==> src/rtl/oled_pkg.sv <==
// Shared constants, state encoding and the SSD1331 init command table for the
// OLED frame streamer.
package oled_pkg;

  localparam int OLED_WIDTH  = 96;
  localparam int OLED_HEIGHT = 64;

  typedef enum logic [1:0] {
    GAP   = 2'd0,
    FETCH = 2'd1,
    SHIFT = 2'd2,
    INIT  = 2'd3
  } oled_state_e;

  typedef logic [15:0] rgb565_t;

  localparam int INIT_LEN   = 13;
  localparam int INIT_IDX_W = 4;

  // Display off, colour remap, start line, offset, normal mode, mux ratio,
  // master config, display on.
  function automatic logic [7:0] init_byte(input logic [INIT_IDX_W-1:0] idx);
    logic [7:0] b;
    case (idx)
      4'd0:    b = 8'hAE;
      4'd1:    b = 8'hA0;
      4'd2:    b = 8'h72;
      4'd3:    b = 8'hA1;
      4'd4:    b = 8'h00;
      4'd5:    b = 8'hA2;
      4'd6:    b = 8'h00;
      4'd7:    b = 8'hA4;
      4'd8:    b = 8'hA8;
      4'd9:    b = 8'h3F;
      4'd10:   b = 8'hAD;
      4'd11:   b = 8'h8E;
      default: b = 8'hAF;
    endcase
    return b;
  endfunction

endpackage

==> src/rtl/oled_spi_shifter.sv <==
// MSB-first SPI serialiser with an sclk divider; data is left-aligned in
// data_i and nbits_i selects how many bits are sent (8 or 16).
module oled_spi_shifter #(
  parameter int CLK_DIV = 2
) (
  input  logic        clk,
  input  logic        reset,
  input  logic        load_i,
  input  logic [15:0] data_i,
  input  logic [4:0]  nbits_i,
  output logic        sclk_o,
  output logic        mosi_o,
  output logic        done_o
);

  localparam int DW = (CLK_DIV > 1) ? $clog2(CLK_DIV) : 1;
  localparam logic [DW-1:0] DIV_LAST = DW'(CLK_DIV - 1);

  logic [15:0]   shreg_q, shreg_d;
  logic [3:0]    bit_cnt_q, bit_cnt_d;
  logic [DW-1:0] div_cnt_q, div_cnt_d;
  logic          sclk_q, sclk_d;
  logic          active_q, active_d;
  logic          div_last;

  assign div_last = (div_cnt_q == DIV_LAST);

  always_ff @(posedge clk) begin
    if (reset) begin
      shreg_q   <= '0;
      bit_cnt_q <= '0;
      div_cnt_q <= '0;
      sclk_q    <= 1'b1;
      active_q  <= 1'b0;
    end else begin
      shreg_q   <= shreg_d;
      bit_cnt_q <= bit_cnt_d;
      div_cnt_q <= div_cnt_d;
      sclk_q    <= sclk_d;
      active_q  <= active_d;
    end
  end

  // Each bit: CLK_DIV cycles with sclk low, then CLK_DIV with sclk high.
  // The next bit is shifted in on the same edge that drops sclk.
  always_comb begin
    shreg_d   = shreg_q;
    bit_cnt_d = bit_cnt_q;
    div_cnt_d = div_cnt_q;
    sclk_d    = sclk_q;
    active_d  = active_q;
    if (load_i) begin
      shreg_d   = data_i;
      bit_cnt_d = 4'(nbits_i - 5'd1);
      div_cnt_d = '0;
      sclk_d    = 1'b0;
      active_d  = 1'b1;
    end else if (active_q) begin
      if (!div_last) begin
        div_cnt_d = div_cnt_q + 1'b1;
      end else begin
        div_cnt_d = '0;
        if (!sclk_q) begin
          sclk_d = 1'b1;
        end else if (bit_cnt_q == 4'd0) begin
          active_d = 1'b0;
        end else begin
          shreg_d   = {shreg_q[14:0], 1'b0};
          bit_cnt_d = bit_cnt_q - 4'd1;
          sclk_d    = 1'b0;
        end
      end
    end
  end

  assign sclk_o = sclk_q;
  assign mosi_o = load_i ? data_i[15] : shreg_q[15];
  assign done_o = active_q & sclk_q & div_last & (bit_cnt_q == 4'd0);

endmodule

==> src/rtl/oled_frame_streamer.sv <==
// Scans a WIDTH x HEIGHT frame, fetches RGB565 pixels and streams them to an
// SSD1331 over SPI. Define OLED_INIT_SEQ_EN to send the init table after reset.
module oled_frame_streamer
  import oled_pkg::*;
#(
  parameter int WIDTH     = OLED_WIDTH,
  parameter int HEIGHT    = OLED_HEIGHT,
  parameter int CLK_DIV   = 2,
  parameter int FRAME_GAP = 16
) (
  input  logic        clk,
  input  logic        reset,
  input  logic        en,
  input  logic [15:0] oled_data,
  output logic [6:0]  x,
  output logic [5:0]  y,
  output logic        frame_begin,
  output logic        busy,
  output logic        cs_n,
  output logic        dc,
  output logic        sclk,
  output logic        mosi
);

  localparam int GW = (FRAME_GAP > 1) ? $clog2(FRAME_GAP) : 1;
  localparam logic [GW-1:0] GAP_LAST = GW'(FRAME_GAP - 1);
  localparam logic [6:0]    X_LAST   = 7'(WIDTH - 1);
  localparam logic [5:0]    Y_LAST   = 6'(HEIGHT - 1);

`ifdef OLED_INIT_SEQ_EN
  localparam oled_state_e RESET_STATE = INIT;
`else
  localparam oled_state_e RESET_STATE = GAP;
`endif

  oled_state_e   state_q, state_d;
  logic [6:0]    x_q, x_d;
  logic [5:0]    y_q, y_d;
  logic [GW-1:0] gap_cnt_q, gap_cnt_d;

  logic          gap_done, last_x, last_y;
  logic          sh_load, sh_done;
  rgb565_t       sh_data;
  logic [4:0]    sh_nbits;

`ifdef OLED_INIT_SEQ_EN
  logic [INIT_IDX_W-1:0] init_idx_q, init_idx_d;
  logic                  init_load_q, init_load_d;
  logic                  init_last;
  assign init_last = (init_idx_q == INIT_IDX_W'(INIT_LEN - 1));
`endif

  assign gap_done = (gap_cnt_q == GAP_LAST);
  assign last_x   = (x_q == X_LAST);
  assign last_y   = (y_q == Y_LAST);

  always_ff @(posedge clk) begin
    if (reset) begin
      state_q     <= RESET_STATE;
      x_q         <= '0;
      y_q         <= '0;
      gap_cnt_q   <= '0;
`ifdef OLED_INIT_SEQ_EN
      init_idx_q  <= '0;
      init_load_q <= 1'b1;
`endif
    end else begin
      state_q     <= state_d;
      x_q         <= x_d;
      y_q         <= y_d;
      gap_cnt_q   <= gap_cnt_d;
`ifdef OLED_INIT_SEQ_EN
      init_idx_q  <= init_idx_d;
      init_load_q <= init_load_d;
`endif
    end
  end

  // en only matters once the gap has run out; a saturated gap starts at once.
  always_comb begin
    state_d = state_q;
    case (state_q)
      GAP:     if (gap_done && en) state_d = FETCH;
      FETCH:   state_d = SHIFT;
      SHIFT:   if (sh_done) state_d = (last_x && last_y) ? GAP : FETCH;
`ifdef OLED_INIT_SEQ_EN
      INIT:    if (sh_done && init_last) state_d = GAP;
`endif
      default: state_d = GAP;
    endcase
  end

  always_comb begin
    x_d       = x_q;
    y_d       = y_q;
    gap_cnt_d = '0;
    if (state_q == GAP) begin
      gap_cnt_d = gap_done ? gap_cnt_q : gap_cnt_q + 1'b1;
    end
    if (state_q == SHIFT && sh_done) begin
      x_d = last_x ? 7'd0 : x_q + 7'd1;
      if (last_x) begin
        y_d = last_y ? 6'd0 : y_q + 6'd1;
      end
    end
  end

`ifdef OLED_INIT_SEQ_EN
  // A load cycle precedes every command byte, mirroring FETCH for pixels.
  always_comb begin
    init_idx_d  = init_idx_q;
    init_load_d = 1'b0;
    if (state_q == INIT && sh_done && !init_last) begin
      init_idx_d  = init_idx_q + 1'b1;
      init_load_d = 1'b1;
    end
  end
`endif

  always_comb begin
    cs_n        = (state_q == GAP);
    busy        = (state_q != GAP);
    frame_begin = (state_q == FETCH) && (x_q == 7'd0) && (y_q == 6'd0);
    sh_load     = (state_q == FETCH);
    sh_data     = oled_data;
    sh_nbits    = 5'd16;
`ifdef OLED_INIT_SEQ_EN
    dc          = (state_q != INIT);
    if (state_q == INIT) begin
      sh_load  = init_load_q;
      sh_data  = {init_byte(init_idx_q), 8'h00};
      sh_nbits = 5'd8;
    end
`else
    dc          = 1'b1;
`endif
  end

  oled_spi_shifter #(
    .CLK_DIV (CLK_DIV)
  ) u_shifter (
    .clk     (clk),
    .reset   (reset),
    .load_i  (sh_load),
    .data_i  (sh_data),
    .nbits_i (sh_nbits),
    .sclk_o  (sclk),
    .mosi_o  (mosi),
    .done_o  (sh_done)
  );

  assign x = x_q;
  assign y = y_q;

endmodule

==> config.mk <==
export PLATFORM = sky130hd
export DESIGN_NAME = oled_frame_streamer
export DESIGN_NICKNAME = d
export VERILOG_FILES = /design/src/rtl/oled_pkg.sv /design/src/rtl/oled_spi_shifter.sv /design/src/rtl/oled_frame_streamer.sv
export SDC_FILE = /design/constraint.sdc
export NUM_CORES = 1
export LEC_CHECK = 0
export BUFFER_PORTS_ARGS = -buffer_cell sky130_fd_sc_hd__buf_2
export CORE_ASPECT_RATIO = 1.4
export CORE_MARGIN = 2
export CORE_UTILIZATION = 45
export DETAILED_ROUTE_END_ITERATION = 6
export PLACE_DENSITY_LB_ADDON = 0.08
export SLEW_MARGIN = 0
export SYNTH_ARGS = -nofsm -noshare
export SYNTH_HDL_FRONTEND = slang
export SYNTH_SLANG_ARGS = --single-unit
==> constraint.sdc <==
create_clock -name clk -period 1.9 [get_ports clk]
set_input_delay 0 -clock clk [delete_from_list [all_inputs] [get_ports clk]]
set_output_delay 0 -clock clk [all_outputs]
set_load 0.05 [all_outputs]
==> results of run 1 <==
## repair_timing
item | 4_1_cts | 5_1_grt
hold buffers | 14 | 1
endpoints found under the setup margin | 0 | 0
endpoints found under the hold margin | 14 | 1
## cell usage in the layout (no fill, tap or decap), drive strengths merged, types with 3 or more instances in the layout
cell type | netlist | routed
a21oi | 29 | 29
and2 | 3 | 3
buf | 5 | 42
clkbuf | 9 | 8
dfxtp | 42 | 42
dlygate4sd3 | 0 | 15
ha | 7 | 7
inv | 9 | 9
mux2i | 16 | 16
nand2 | 17 | 17
nand3 | 11 | 11
nand4 | 5 | 5
nor2 | 12 | 12
nor3 | 6 | 6
o21ai | 21 | 21
or3 | 3 | 3
xnor2 | 3 | 3
xor2 | 6 | 6
## final timing paths
kind / from / slack [ns] / to / cells past startpoint
max reg2reg: u_shifter.bit_cnt_q[0]$_SDFFE_PP0P_ / 0.12 / u_shifter.shreg_q[15]$_SDFFE_PP0P_ / 7
max: u_shifter.bit_cnt_q[0]$_SDFFE_PP0P_ / 0.12 / u_shifter.shreg_q[15]$_SDFFE_PP0P_ / 7
min: oled_data[2] / 0.006 / u_shifter.shreg_q[2]$_SDFFE_PP0P_ / 3
min reg2reg: y[5]$_SDFFE_PP0P_ / 0.49 / y[5]$_SDFFE_PP0P_ / 2
## stage by stage
stage / setup WS, ns / power, mW
after CTS: 0.115 / 1.66
after detailed placement: 0.148 / 0.968
final: 0.115 / 1.63
after global routing: 0.0138 / 1.70
after floorplan: 0.00609 / 0.945
after global placement: 0.196 / 0.967
## cell families after synthesis
family                   Yosys count  synth area share
AND/OR/NAND/NOR                   75             0.206
adder cells (fa/ha/maj)            7            0.0428
buffers and inverters             23            0.0606
other                              1           0.00183
multiplexers                      16            0.0783
XOR/XNOR                           9            0.0386
AO/OA/AOI/OAI                     59             0.160
flip-flops                        42             0.411
## final cells by class
cell class / instances / share of cell area
multi-input cells: 167 / 0.427
flip-flops and latches: 42 / 0.333
repair buffers: 57 / 0.153
clock buffers: 8 / 0.0434
well taps: 62 / 0.0306
inverters: 9 / 0.0133
## tightest hold or removal path, delay by kind of cell
kind	cells	cell delay [ns]
AOI/OAI and AO/OA	2	0.19
buffers and inverters	1	0.07
## power by group through the flow
stage          logic, mW  clock network, mW  registers [mW]
2_1_floorplan     0.0346                  0           0.910
6_report          0.0788              0.660           0.891
4_1_cts           0.0780              0.688           0.891
3_3_place_gp      0.0555                  0           0.911
3_5_place_dp      0.0562                  0           0.912
5_1_grt           0.0888              0.723           0.892
## state kept, by name, indices dropped and copies added, names as in the netlist
name and count:
u_shifter.active_q 1, u_shifter.div_cnt_q 1, x 7, y 6, gap_cnt_q 4, state_q 2, u_shifter.sclk_o 1, u_shifter.bit_cnt_q 4
u_shifter.shreg_q 16
## routing by layer
layer	wire (µm)	up-vias
li1	-	924
met1	1770	790
met2	2060	39
met3	150	8
met4	88	0
met5	0	-
==> summary.md, run 1 <==
For this run, the leading register cell type out of synthesis is sky130_fd_sc_hd__dfxtp_1. The setup TNS came out at 0 ns. The run gives 2880 µm as the final HPWL from detailed placement. The tools report the share of power burned in the clock network as 0.405. The floorplan step defined a die boundary enclosing 5110 µm².

The number of buffers inserted to repair setup after CTS is 0, and the flop and latch count out of synthesis is 42. The final RePlAce weighted congestion is 0.790. The floorplan step set the die width to 61.0 µm. The commonest cells after synthesis are 42 x sky130_fd_sc_hd__dfxtp_1, 29 x sky130_fd_sc_hd__a21oi_1, 20 x sky130_fd_sc_hd__o21ai_0. In the post-synthesis netlist, the biggest area contributors are sky130_fd_sc_hd__dfxtp_1 41%, sky130_fd_sc_hd__mux2i_1 7.8%, sky130_fd_sc_hd__a21oi_1 7.1%.

Power spread over the standard cell area amounts to 642 nW/µm². The total routing usage reported by global routing was 0.180. The critical path contains buffers and inverters numbering 2 combined. The layout cell share with drive strength beyond 1 came out at 0.230. The tool flagged a number of max-cap violations equal to 0. The met3 routing resource usage after global routing is 0.0465. CTS placed an instance of sky130_fd_sc_hd__clkbuf_8 at the clock tree root. The kind of path behind the tightest hold check is input pin to register.

After the first detailed-routing iteration, the DRC count stood at 63. The internal power of the cells totals 1.29 mW. The number of synthesized flops with an enable pin works out to 0. The area occupied by registers was 845 µm². The final cycle utilization of the critical path was 0.939; the met2 global-route usage was 0.303. The largest driver fanout on the critical path works out to 19. The number of hold-slack violations in the final timing report was 0; the number of nets produced by synthesis was 258. After filler insertion, the fill cell instance count of the layout stands at 461.

TritonCTS built the clock tree. For the power dissipated by switching net loads, the log shows 0.335 mW. Buffers inserted during clock tree synthesis total 5.

The tools report the CTS sink count as 42. The final hold slack was 0.00624 ns; the via count was 1761. The met1 usage in global routing is 0.205. Setup repair after global routing left no endpoint under its margin. The logs give 1607 for the via count of the first global-routing pass and 2 for the number of H-tree branching levels. The average instance area after synthesis was 8.81 µm²; the maximum root-to-sink buffer count was 2. For the global-route wire length before repair, the log shows 7000 µm. The minimum clock period is 1.78 ns, and the cell total after placement is 322. The initial standard-cell utilization of the core is 0.458, and the core footprint is 4460 µm².

The multi-input combinational cells in the finished layout cover a total of 1080 µm². The net count of the finished layout is 308. The insertion delay of the later-clocked pin in the worst-skew pair was 0.29 ns; the fraction of synthesized cell area taken by the top area cell type was 0.411. The kind of critical path is register to register. The worst setup path is captured at a register. The number of antenna diodes in the final layout is 0. For this run, the slowest stage of the critical path takes 0.41 ns. After detailed routing, the total wire length is 4070 µm. The logs give 40 for the pin count of the biggest net entering global routing and 0.547 for the fraction of power consumed by sequential logic. The cell count after synthesis came out at 232. Relative to the synthesized area, the layout overhead comes to 24.2%. For the final max-slew violation count, the log shows 0. The library cell with the largest summed area after synthesis is sky130_fd_sc_hd__dfxtp_1. For the final database, setup skew stands at 0.00352 ns.

Setup violations remaining at the end of the flow were counted as 0. The logs give 2280 µm² for the placed standard-cell area and 0.569 for the core utilization of the finished layout. The logs give 0.048 for the combinational share of power and 0.434 mV for the maximum vdd ir drop. The count of nets left with antenna violations after detail routing was 0; the post-synthesis sequential area ratio was 0.411. Kind of cell with the highest combined delay on the critical path: simple AND/OR/NAND/NOR gates.

For the summed area of non-filler cells in the final layout, the log shows 2540 µm². Fraction of registers with async set/reset: 0. The finished layout holds 345 standard cells, fillers aside. Data arrives at the worst endpoint at 1.99 ns. Walking the worst path, the cells encountered are inv_1, ha_1, or3b_4, and2_1, buf_12, mux2i_1, a211oi_1.

The number of antenna violations at the first check in global routing came out at 0. The flow ran to the end, and the final reports show no timing, DRC or antenna violations. Derived from the worst setup path, the maximum achievable clock frequency is 560 MHz. In the final routed layout, each cell accounts on average for 11.8 µm. The tools report the global-route congestion overflow total as 0.

After clock tree synthesis, the clock-pin slew on the worst setup and hold paths is 0.07 ns. The number of gates resized after CTS was 0. The chip height is 83.8 µm, and the vias per cell is 5.10. In this run, distinct cell masters in the synthesized netlist total 43. In this run the static leakage power is 1.01 nW. The tools report the kind of launch point of the worst setup path as a register. The cell type of the slowest stage on the worst timing path is sky130_fd_sc_hd__or3b_4. Port buffering added 36 buffers. The run gives 0 as the post-detailed-route DRC marker count. Layer with the highest usage after global routing: met2.

The number of warnings printed during yosys synthesis was 0. The mapped netlist covers 2040 µm². Yosys instantiated no cell more often than sky130_fd_sc_hd__dfxtp_1.

In this run the core area contains 29 standard-cell rows. In this run the count of I/O pins placed on the die edge is 38. The switching share of power is 0.206. The required arrival time at the worst endpoint was 2.11 ns; the number of iterations in the first detailed-routing pass was 4.
Note: power is estimated with default switching activity, not from simulation.
==> run 2, diff against run 1 <==
--- a/config.mk
+++ b/config.mk
@@ -8,7 +8,7 @@
 export BUFFER_PORTS_ARGS = -buffer_cell sky130_fd_sc_hd__buf_2
 export CORE_ASPECT_RATIO = 1.4
 export CORE_MARGIN = 2
-export CORE_UTILIZATION = 45
+export CORE_UTILIZATION = 35
 export DETAILED_ROUTE_END_ITERATION = 6
 export PLACE_DENSITY_LB_ADDON = 0.08
 export SLEW_MARGIN = 0
==> run 2 against run 1 <==
The flow now finishes with violations (negative hold slack). Core utilization fell by 12 points. Clock power fell by 8.2%. Worst hold slack got worse by 0.0080 ns. Largest power group unchanged. Sequential power barely moved. Register-to-register slack improved by 0.03 ns. Routed wire length rose by 5.4%. Worst setup slack improved by 0.032 ns. Critical endpoint is now u_shifter.bit_cnt_q[1]$_SDFFE_PP0P_. Clock skew rose by 0.0039 ns. Cell count rose by 1.4%.
==> summary.md, run 2 (synthesis gave the netlist of run 1 again) <==
Maximum root-to-sink buffer count: 2 (unchanged). Source of the critical timing path: u_shifter.bit_cnt_q[0]$_SDFFE_PP0P_. Post-layout worst setup margin: 0.147 ns (+0.0323 ns).

The area added between synthesis and finish works out to 22.6%. For the CTS sink count, the log shows 42 (unchanged). The total of buffers placed on input and output ports was 36 (unchanged); the vias per cell was 5.01 (-1.8%). For the global-route congestion overflow total, the log shows 0 (unchanged). Largest driver fanout on the critical path: 6 (-13).

In the layout the commonest cells are 39 x sky130_fd_sc_hd__dfxtp_1, 36 x sky130_fd_sc_hd__buf_2, 29 x sky130_fd_sc_hd__a21oi_1. The fmax is 571 MHz (+1.8%), and the total routing usage reported by global routing is 0.148 (-0.0325). The logs give 40 (unchanged) for the pin count of the biggest net entering global routing and 0.119 ns (-0.0284 ns) for the worst setup slack after placement. The static leakage is 0.993 nW (-1.3%), and the maximum vdd ir drop is 0.316 mV (-27%). The critical path goes through inv_1, ha_1, or3b_4, and2_1, buf_4, o21ai_0, a21oi_1.

The number of clock buffers inserted by TritonCTS was 5 (unchanged); the number of design-rule violations left by the first detailed-router iteration was 57 (-9.5%). The post-route clock skew is 0.00744 ns (+0.00392 ns), and the via count of the first global-routing pass is 1650 (+2.7%). The tools report the cell total after placement as 329 (+2.2%).

The run gives -0.00177 ns (-0.00801 ns) as the final hold slack. The total of max-cap violations is 0 (unchanged), and the final HPWL from detailed placement is 3010 µm (+4.6%). The number of iterations in the first detailed-routing pass is 4 (unchanged), and the final RePlAce weighted congestion is 0.698 (-12%).

The number of hold-slack violations in the final timing report came out at 1 (+1). The global-route wire length before repair was 7290 µm (+4.2%); the setup TNS was 0 ns (unchanged). For the final max-slew violation count, the log shows 0 (unchanged). The min-delay analysis places its worst path in the category input pin to register. The placed standard-cell area is 2280 µm² (+0.11%), and the die outline width is 68.6 µm (+13%). The number of H-tree branching levels came out at 2 (unchanged). STA classifies the critical path endpoint as a register. In this run the worst setup path terminates at u_shifter.bit_cnt_q[1]$_SDFFE_PP0P_.

The minimum clock period was 1.75 ns (-0.0323 ns). Setup repair after global routing left no endpoint under its margin. The boundary pin count is 38 (unchanged), and the number of antenna violations at the first check in global routing is 0 (unchanged).

Kind of launch point of the worst setup path: a register. The tools report the insertion delay of the later-clocked pin in the worst-skew pair as 0.30 ns (about the same). The number of buffers inserted to repair setup after CTS is 0 (unchanged), and the final net count is 307 (-0.32%). The diode insertion count for antenna repair came out at 0 (unchanged). Number of core rows: 32 (+10%). The count of nets left with antenna violations after detail routing is 0 (unchanged), and the chip height is 94.4 µm (+13%). The summed area of non-filler cells in the final layout was 2510 µm² (-1.3%); the core footprint was 5570 µm² (+25%). The delay of the slowest cell on the worst path is 0.41 ns (about the same). The number of flip-flops in the largest register was 16 (unchanged). The number of cells on the worst reg-to-reg path works out to 7 (unchanged).

Cell depth of the worst hold path: 3 (unchanged). Final cell count without fillers: 350 (+1.4%). The wire length per cell after detailed routing was 12.3 µm (+3.9%).

The library cell used most frequently in the layout, excluding fill and tap cells, is sky130_fd_sc_hd__dfxtp_1. For the required arrival time at the worst endpoint, the log shows 2.06 ns (-0.05 ns). The run gives 0.15 ns (+0.03 ns) as the setup slack on the worst flop-to-flop path.

By startpoint and endpoint, the worst setup path is classified as register to register. More flip-flops sit in one register than any other, and that register is u_shifter.shreg_q. In this run the critical register-to-register path is launched from u_shifter.bit_cnt_q[0]$_SDFFE_PP0P_. The data arrival at the endpoint of the critical path was 1.91 ns (-0.08 ns); the cell area power density was 627 nW/µm² (-2.3%). Layout cell share with drive strength beyond 1: 0.230 (+0.000814). The tools report the total wire length as 4300 µm (+5.4%). Via count: 1755 (-0.34%). The tools report the area enclosed by the die boundary as 6480 µm² (+27%). TritonCTS built the clock tree. The final cycle utilization of the critical path is 0.922 (-0.0170), and the initial standard-cell utilization of the core is 0.367 (-0.0907). The final reports fail on negative hold slack. The flow ran to the end, but the final reports show violations.

The core utilization of the finished layout was 0.450 (-0.119). Clock transition at the register clock pins on the worst setup and hold paths after CTS: 0.08 ns (about the same). The endpoint identified for the worst register-to-register timing path is u_shifter.bit_cnt_q[1]$_SDFFE_PP0P_. The post-detailed-route DRC marker count was 0 (unchanged).

The cell type of the slowest stage on the worst timing path was sky130_fd_sc_hd__or3b_4. The buffer cell driving the clock tree root was sky130_fd_sc_hd__clkbuf_8. The setup violation total in the final timing report came out at 0 (unchanged).
==> run 2: cell types whose count changed in the layout (fill, tap and decap cells not counted) <==
| cell | previous run | this run |
|---|---|---|
| sky130_fd_sc_hd__clkinv_2 | 0 | 1 |
| sky130_fd_sc_hd__dlygate4sd3_1 | 15 | 13 |
| sky130_fd_sc_hd__clkbuf_1 | 0 | 1 |
| sky130_fd_sc_hd__buf_6 | 0 | 1 |
| sky130_fd_sc_hd__buf_4 | 5 | 6 |
| sky130_fd_sc_hd__clkbuf_8 | 8 | 6 |
| sky130_fd_sc_hd__buf_12 | 1 | 0 |
==> run 2: per-layer routing <==
layer,track usage,share of wire
met1,0.162,0.45
met2,0.265,0.50
met3,0.0322,0.037
met4,0.0600,0.018
met5,0,0
==> run 2: worst min-delay path by stage <==
stage            startpoint                           endpoint
4_1_cts        oled_data[5]  u_shifter.shreg_q[5]$_SDFFE_PP0P_
3_5_place_dp   oled_data[0]  u_shifter.shreg_q[0]$_SDFFE_PP0P_
3_3_place_gp   oled_data[0]  u_shifter.shreg_q[0]$_SDFFE_PP0P_
5_1_grt        oled_data[2]  u_shifter.shreg_q[2]$_SDFFE_PP0P_
2_1_floorplan            en            state_q[0]$_SDFFE_PP0P_
6_report       oled_data[2]  u_shifter.shreg_q[2]$_SDFFE_PP0P_
==> run 2: worst max-delay path, delay by kind of cell (launching register included) <==
family | cells | cell delay (ns)
AND/OR/NAND/NOR | 2 | 0.64
flip-flops | 1 | 0.33
buffers and inverters | 2 | 0.26
AO/OA/AOI/OAI | 2 | 0.23
adder cells (fa/ha/maj) | 1 | 0.15
==> run 2: cell type report <==
class / instances / area, µm²
fill: 571 / 3060
multi-input combinational: 167 / 1080
sequential: 42 / 845
timing repair buffer: 56 / 367
clock buffer: 7 / 86.3
tap: 68 / 85.1
inverter: 9 / 33.8
clock inverter: 1 / 5.00
==> run 2: per-stage QoR <==
step                      total power, mW  hold WS, ns
after floorplan                     0.945        0.109
after global placement              0.968        0.241
after detailed placement            0.969        0.247
after CTS                            1.60     0.000787
after global routing                 1.64       0.0268
final                                1.57     -0.00177
==> run 2: power by group <==
group          internal (mW)  switching (mW)
combinational         0.0406          0.0354
clock                  0.294           0.312
sequential             0.885         0.00605
==> run 2: repair_timing <==
item / in CTS / in global routing
endpoints found under the hold margin: 13 / 0
resized for setup: 0 / 1
setup endpoints to repair: 0 / 1
hold buffers: 13 / 0
